==> src/rtl/uart_tx_arbiter.sv <==
// Round-robin, packet-granular arbiter sharing one uart_tx serializer between N_REQ byte streams.
// Optional mid-packet starvation timeout is enabled by defining UART_TX_ARB_TIMEOUT_EN.
//
// state | meaning
// ARB   | no owner; grant first valid requester after ptr
// LOAD  | owner granted; wait for owner byte and an idle serializer
// START | start_o high for exactly one cycle
// WAIT  | byte in flight; done_i ignored on the first cycle
module uart_tx_arbiter #(
  parameter int N_REQ          = 2,
  parameter int TIMEOUT_CYCLES = 1024
) (
  input  logic               clk,
  input  logic               rst,
  input  logic [8*N_REQ-1:0] req_data_i,
  input  logic [N_REQ-1:0]   req_valid_i,
  input  logic [N_REQ-1:0]   req_last_i,
  output logic [N_REQ-1:0]   req_ready_o,
  output logic [N_REQ-1:0]   grant_o,
  output logic [7:0]         data_o,
  output logic               start_o,
  input  logic               done_i,
  output logic               busy_o,
  output logic               timeout_o
);

  localparam int PW = $clog2(N_REQ);

  if (N_REQ < 2 || N_REQ > 8) begin : g_bad_n_req
    $error("uart_tx_arbiter: N_REQ must be 2..8");
  end
  if (TIMEOUT_CYCLES < 1) begin : g_bad_timeout
    $error("uart_tx_arbiter: TIMEOUT_CYCLES must be >= 1");
  end

  typedef enum logic [1:0] {ARB = 2'd0, LOAD = 2'd1, START = 2'd2, WAIT = 2'd3} state_t;

  state_t             state_q, state_d;
  logic [PW-1:0]      ptr_q, ptr_d;
  logic [PW-1:0]      owner_q, owner_d;
  logic [N_REQ-1:0]   grant_q, grant_d;
  logic [7:0]         data_q, data_d;
  logic               start_q, start_d;
  logic               last_q, last_d;
  logic               wfirst_q, wfirst_d;

  logic [PW-1:0]      pick, cand;
  logic               found;
  logic               own_valid, own_last, handshake, to_hit;
  logic [7:0]         own_data;

  assign own_valid = req_valid_i[owner_q];
  assign own_last  = req_last_i[owner_q];
  assign own_data  = req_data_i[{owner_q, 3'b000} +: 8];
  assign handshake = (state_q == LOAD) && own_valid && done_i;

  // Search order ptr+1, ptr+2, ... wrapping; ptr itself is checked last.
  always_comb begin
    found = 1'b0;
    pick  = '0;
    cand  = '0;
    for (int i = 1; i <= N_REQ; i++) begin
      cand = PW'((int'(ptr_q) + i) % N_REQ);
      if (!found && req_valid_i[cand]) begin
        found = 1'b1;
        pick  = cand;
      end
    end
  end

`ifdef UART_TX_ARB_TIMEOUT_EN
  localparam int TW = $clog2(TIMEOUT_CYCLES + 1);
  logic [TW-1:0] to_cnt_q, to_cnt_d;
  logic          starving;

  assign starving = (state_q == LOAD) && !own_valid && done_i;
  assign to_hit   = starving && (to_cnt_q == TW'(TIMEOUT_CYCLES - 1));

  always_comb begin
    to_cnt_d = '0;
    if (state_q == LOAD && !handshake && !to_hit)
      to_cnt_d = starving ? to_cnt_q + 1'b1 : to_cnt_q;
  end

  always_ff @(posedge clk or posedge rst) begin
    if (rst) to_cnt_q <= '0;
    else     to_cnt_q <= to_cnt_d;
  end
`else
  assign to_hit = 1'b0;
`endif

  always_ff @(posedge clk or posedge rst) begin
    if (rst) begin
      state_q  <= ARB;
      ptr_q    <= PW'(N_REQ - 1);
      owner_q  <= '0;
      grant_q  <= '0;
      data_q   <= 8'h00;
      start_q  <= 1'b0;
      last_q   <= 1'b0;
      wfirst_q <= 1'b0;
    end else begin
      state_q  <= state_d;
      ptr_q    <= ptr_d;
      owner_q  <= owner_d;
      grant_q  <= grant_d;
      data_q   <= data_d;
      start_q  <= start_d;
      last_q   <= last_d;
      wfirst_q <= wfirst_d;
    end
  end

  always_comb begin
    state_d  = state_q;
    ptr_d    = ptr_q;
    owner_d  = owner_q;
    grant_d  = grant_q;
    data_d   = data_q;
    start_d  = 1'b0;
    last_d   = last_q;
    wfirst_d = 1'b0;
    case (state_q)
      ARB: begin
        if (found) begin
          owner_d       = pick;
          grant_d       = '0;
          grant_d[pick] = 1'b1;
          state_d       = LOAD;
        end
      end
      LOAD: begin
        if (handshake) begin
          data_d  = own_data;
          last_d  = own_last;
          start_d = 1'b1;
          state_d = START;
        end else if (to_hit) begin
          ptr_d   = owner_q;
          grant_d = '0;
          state_d = ARB;
        end
      end
      START: begin
        wfirst_d = 1'b1;
        state_d  = WAIT;
      end
      WAIT: begin
        // uart_tx drops done_o one cycle after start, so the first WAIT cycle still reads idle.
        if (!wfirst_q && done_i) begin
          if (last_q) begin
            ptr_d   = owner_q;
            grant_d = '0;
            state_d = ARB;
          end else begin
            state_d = LOAD;
          end
        end
      end
      default: state_d = ARB;
    endcase
  end

  always_comb begin
    req_ready_o = '0;
    if (state_q == LOAD) req_ready_o[owner_q] = own_valid && done_i;
    grant_o   = grant_q;
    data_o    = data_q;
    start_o   = start_q;
    busy_o    = (state_q != ARB);
    timeout_o = to_hit;
  end

endmodule

==> config.mk <==
export PLATFORM = sky130hd
export DESIGN_NAME = uart_tx_arbiter
export DESIGN_NICKNAME = d
export VERILOG_FILES = /design/src/rtl/uart_tx_arbiter.sv
export SDC_FILE = /design/constraint.sdc
export NUM_CORES = 1
export LEC_CHECK = 0
export CELL_PAD_IN_SITES_DETAIL_PLACEMENT = 0
export CELL_PAD_IN_SITES_GLOBAL_PLACEMENT = 2
export CORE_MARGIN = 3
export CORE_UTILIZATION = 38
export CTS_BUF_LIST = sky130_fd_sc_hd__clkbuf_8
export DETAILED_ROUTE_END_ITERATION = 10
export DONT_BUFFER_PORTS = 1
export GPL_ROUTABILITY_DRIVEN = 0
export PLACE_DENSITY_LB_ADDON = 0.12
export SETUP_SLACK_MARGIN = 0.1
export SKIP_CTS_REPAIR_TIMING = 1
export SLEW_MARGIN = 20
export SYNTH_ARGS = -nofsm -noshare
export SYNTH_HDL_FRONTEND = slang
export SYNTH_SLANG_ARGS = --single-unit
export TNS_END_PERCENT = 100
==> constraint.sdc <==
create_clock -name clk -period 2.1 [get_ports clk]
set_input_delay 0.315 -clock clk [delete_from_list [all_inputs] [get_ports clk]]
set_output_delay 0.315 -clock clk [all_outputs]
set_load 0.01 [all_outputs]
# Word-level counts from Yosys, hierarchy flattened
# Index checks and enable logic that the tools add are counted.
[op_classes]
n_addsub = 2
magnitude_cmp = 6
n_eq_ne = 7
shift = 1
mux = 29
bitwise_logic = 1
n_reduce_logical = 17
[ops]
columns = ["op", "count"]
rows = [
  ["1-bit 2-to-1 mux", 18],
  ["16-bit by 5-bit variable part select with 8-bit output", 1],
  ["2-bit 2-to-1 mux", 7],
  ["1-bit by 2-bit less-than comparator with 1-bit output, second input constant", 4],
  ["2-bit inequality test, second input constant", 4],
  ["2-bit one-hot mux with 4 select lines", 1],
  ["1-bit logical AND", 7],
  ["3-bit AND reduction", 2],
  ["2-bit equality test, second input constant", 2],
  ["2-bit one-hot mux with 2 select lines", 1],
  ["2-bit AND reduction", 2],
  ["4-bit AND reduction", 1],
  ["2-bit nonzero test", 2],
  ["1-bit adder, second input constant", 2],
  ["2-bit AND", 1],
  ["1-bit demux with 1-bit select", 2],
  ["2-bit by 1-bit equality test with 1-bit output, second input constant", 1],
  ["1-bit greater-or-equal comparator, second input constant", 2],
  ["1-bit zero test", 2],
  ["2-bit zero test", 1],
]
[word_totals]
reg_bits = 17
input_bits = 23
output_inout_bits = 15
elab_cells = 71

# Logic depth before layout (Yosys ltp)
[depth]
depth_word = 13
mapped_depth = 7
mapped_depth_nobuf = 6

# Worst setup path before layout
# No wires, ideal clock.
[synth_path]
kind = "register to register"
start = "reg state_q[0]"
end = "reg state_q[0]"
setup_time_ps = 125
t_arrival_ps = 1536
required_time_ps = 1975
path_slack_ps = 438
path_stages_with_launch = 7
n_path_buf = 0
period_less_slack_ps = 1662
path_cell_list = "dfrtp_1 > inv_1 > ha_1 > inv_2 > o32a_1 > a21boi_4 > mux2_4"
[synth_via]
elab_chain_cells = 5
elab_cells_between_ends = 11
[synth_rtl]
columns = ["item", "line_no", "source"]
rows = [
  ["from (decl)", "38", "state_t state_q, state_d;"],
  ["from (signal assigned)", "104", "state_q <= state_d;"],
  ["2-bit by 1-bit equality test with 1-bit output", "55, 124", ""],
  ["1-bit logical AND (2 in series)", "55", "assign handshake = (state_q == LOAD) && own_valid && done_i;"],
  ["2-bit inequality test (no source line)", "n/a", ""],
  ["3-bit AND reduction (no source line)", "n/a", ""],
]
# Several ways; a longest one is shown, not always the timed one.
# A chain may end at the register's enable or synchronous reset.

# Final worst setup path
[layout_path]
start = "reg state_q[1]"
end = "out req_ready_o[1]"
[layout_via]
elab_chain_cells = 2
[layout_rtl]
columns = ["item", "line_no", "source"]
rows = [
  ["2-bit by 1-bit equality test with 1-bit output", "167", "if (state_q == LOAD) req_ready_o[owner_q] = own_valid && done_i;"],
  ["2-bit 2-to-1 mux", "167", ""],
  ["to (decl)", "18", "output logic [N_REQ-1:0] req_ready_o,"],
]
# Every way passes these cells.

==> flow_summary.ini <==
[run_status]
run_status = completed

[die]
vert_die_dim_um = 53.46
die_w_um = 53.46
fp.coreArea_mm2 = 0.002042
boundaryPins = 38
initial_core_util_pct = 41.91
placementRows = 16
die_area_mm2 = 0.002857

[sta]
max_clock_freq_mhz = 539.4
rsz0062_at_grt = no
maxSlewViolCount = 0
layout_worst_path_cycle_share_pct = 88.29
setup_viol = 0
hold_viol = 0
worst_clock_skew_ns = 0.002828
worst_pin_slew_ns = 0.6647
relSlewSlack_pct = 55.64
timing.final.crit_period_ns = 1.854
setup-tns-final_ns = 0

[flow_run]
max_cap_viol_count = 0

[finish]
post_route_cells_drive_above_1_share_pct = 20.00
finalCoreUtilization_pct = 44.91
flow.area_growth_from_synthesis_pct = 7.164
nNetsFinal = 103
antennaDiodeCount = 0

[grt]
grt_overflow = 0
grt_first_pass_wirelength_um = 2449
grt_pass1_vias = 503
largest_net_degree_at_the_start_of_global_routing = 18
antenna_found_initial = 0
globalRouteTotalUtil_pct = 12.09

[pwr]
max-vdd-ir-drop_uv = 559.8
leakagePower_nw = 0.4703
power_density_mw_per_mm2 = 1587

[worst_setup_path]
r2r-end = state_q[0]
worst-path-max-fanout = 10
critPathKind = reg -> out
rr_worst_depth = 6
crit-reg2reg-launch = state_q[0]
worst_path_dominant_cell_family = simple AND/OR/NAND/NOR gates
worstSetupEndpointType = output pin
slowest_stage = nor2_2
worst_ep_required_time_ns = 1.78
critical_path.max_stage_delay_ns = 0.43
crit_path_cell_trace = inv_1 > ha_1 > nand2_2 > nor2_2
count_of_buffer_and_inverter_cells_on_the_critical_path = 1
startpoint_class_of_the_critical_path = register
arrival_ns = 1.54
reg2reg_setup_slack_ns = 0.33

[cts]
clkTransAtPathRegs_ns = 0.07
max-clock-path-buffers = 2
clock-root-buffer = clkbuf_8
cts.sinks = 17
cts_max_level = 1
numCtsBuffers = 3
worst_skew_pair.late_latency_ns = 0.25
clock_tree_from_tritoncts = built

[drt]
drc = 0
drt-wirelength-per-cell_um = 16.56
first_iteration_detailed_routing_drc_count = 34
antenna_violating_nets_left = 0
total_via_count_in_the_routed_design = 585
dr_vias_cell = 5.735
wirelength_um = 1689
drtPass1Iterations = 5

[yosys]
synth_area_um2 = 855.8
synth_area_leader_cell = dfrtp_1
yosysWarnings = 0
synth_cell_types = 30
synth_seq_area_share_pct = 49.85
netlist.area_leader.share_pct = 46.78
post_synth.cell_area_avg_um2 = 11.72
syn-num-nets = 100
post_synth_inst_count = 73
synth-seq-cells = 17
synth_area_leaders = dfrtp_1, a222oi_1, inv_1

[min_path]
hold_path_class = in -> async

[placement]
place.detailed.hpwl_um = 1243
buffer_ports.inserted = 0
[worst max path at each step]
stage	from	endpoint	slack (ns)	depth (start not counted)
3_5_place_dp	state_q[0]	state_q[0]	0.33	6
6_report	state_q[1]	req_ready_o[1]	0.25	4
2_1_floorplan	state_q[0]	state_q[0]	0.44	6
3_3_place_gp	state_q[0]	state_q[0]	0.36	6
5_1_grt	state_q[1]	req_ready_o[0]	0.13	4
4_1_cts	state_q[1]	req_ready_o[0]	0.22	4
[synthesized netlist by cell type]
cell       number
a21boi_0        1
a21boi_4        1
a21o_4          1
a21oi_1         1
a221o_1         1
a222oi_1        9
a22o_1          1
a22oi_1         1
and3_1          1
buf_4           1
buf_6           1
conb_1          1
dfrtp_1        16
dfstp_2         1
ha_1            4
inv_1          14
inv_2           1
mux2_2          1
mux2_4          2
nand2_1         2
nand2_2         1
nand2b_4        1
nand3_1         1
nor2_1          2
nor2_2          2
nor2b_1         1
o21ai_0         1
o2bb2ai_1       1
o31ai_1         1
o32a_1          1
[power by group]
group          total, mW  switching, mW  internal, mW  leakage (nW)
registers          0.643          0.156         0.487         0.210
clock network      0.247          0.116         0.132        0.0255
logic              0.565          0.264         0.301         0.235
total               1.46          0.535         0.920         0.470
[cell families after synthesis]
kind of cell / share of synthesized area [%]
fa+ha+maj: 5.848
other cells: 0.4382
compound gates: 22.66
mux: 4.825
buf+inv: 8.772
flops: 49.85
simple gates: 7.603
[final cells by class]
class / instances / area [um2]
Inverter: 15 / 56.30
Tap cell: 27 / 33.78
Sequential cell: 17 / 426.7
Clock buffer: 3 / 41.29
Clock inverter: 1 / 5.005
Multi-Input combinational cell: 39 / 354.1
Fill cell: 206 / 1125
[registers in the layout, summed over array words and instances, names as in the netlist]
| signal | count |
|---|---|
| data_o | 8 |
| grant_o | 2 |
| last_q | 1 |
| owner_q | 1 |
| ptr_q | 1 |
| start_o | 1 |
| state_q | 2 |
| wfirst_q | 1 |
[layer usage]
metal  vias up  global-route usage [%]  wire length [um]
li1        268                       -                 -
met1       290                   16.06               731
met2        25                   17.96               808
met3         2                   3.662               136
met4         0                   5.106                13
met5         -                       0                 0
[cell usage in the layout (no fill, tap or decap)]
cell type / netlist / final
o31ai_1: 1 / 1
ha_1: 4 / 4
a221o_1: 1 / 1
nor2_2: 2 / 2
nor2_1: 2 / 2
nor2b_1: 1 / 1
nand2b_4: 1 / 1
o21ai_0: 1 / 1
dfstp_2: 1 / 1
o32a_1: 1 / 1
and3_1: 1 / 1
nand2_2: 1 / 1
dfrtp_1: 16 / 16
a222oi_1: 9 / 9
a21boi_4: 1 / 1
inv_1: 14 / 14
nand2_1: 2 / 2
conb_1: 1 / 1
a21oi_1: 1 / 1
mux2_4: 2 / 2
o2bb2ai_1: 1 / 1
inv_2: 1 / 1
a22oi_1: 1 / 1
a21o_4: 1 / 1
clkbuf_8: 0 / 3
clkinv_2: 0 / 1
mux2_2: 1 / 1
nand3_1: 1 / 1
a22o_1: 1 / 1
a21boi_0: 1 / 1
[stage by stage]
stage | hold slack (ns) | cell area [um2] | cells | power [mW] | setup slack, ns
6_report | 0.04182 | 917.1 | 102 | 1.455 | 0.2460
4_1_cts | 0.06810 | 917.1 | 102 | 1.474 | 0.2219
2_1_floorplan | 0.2403 | 855.8 | 73 | 1.123 | 0.4385
3_3_place_gp | 0.3379 | 870.8 | 98 | 1.221 | 0.3585
3_5_place_dp | 0.3455 | 870.8 | 98 | 1.221 | 0.3306
5_1_grt | 0.08873 | 917.1 | 102 | 1.571 | 0.1300
Note: power is estimated with default switching activity, not from simulation.
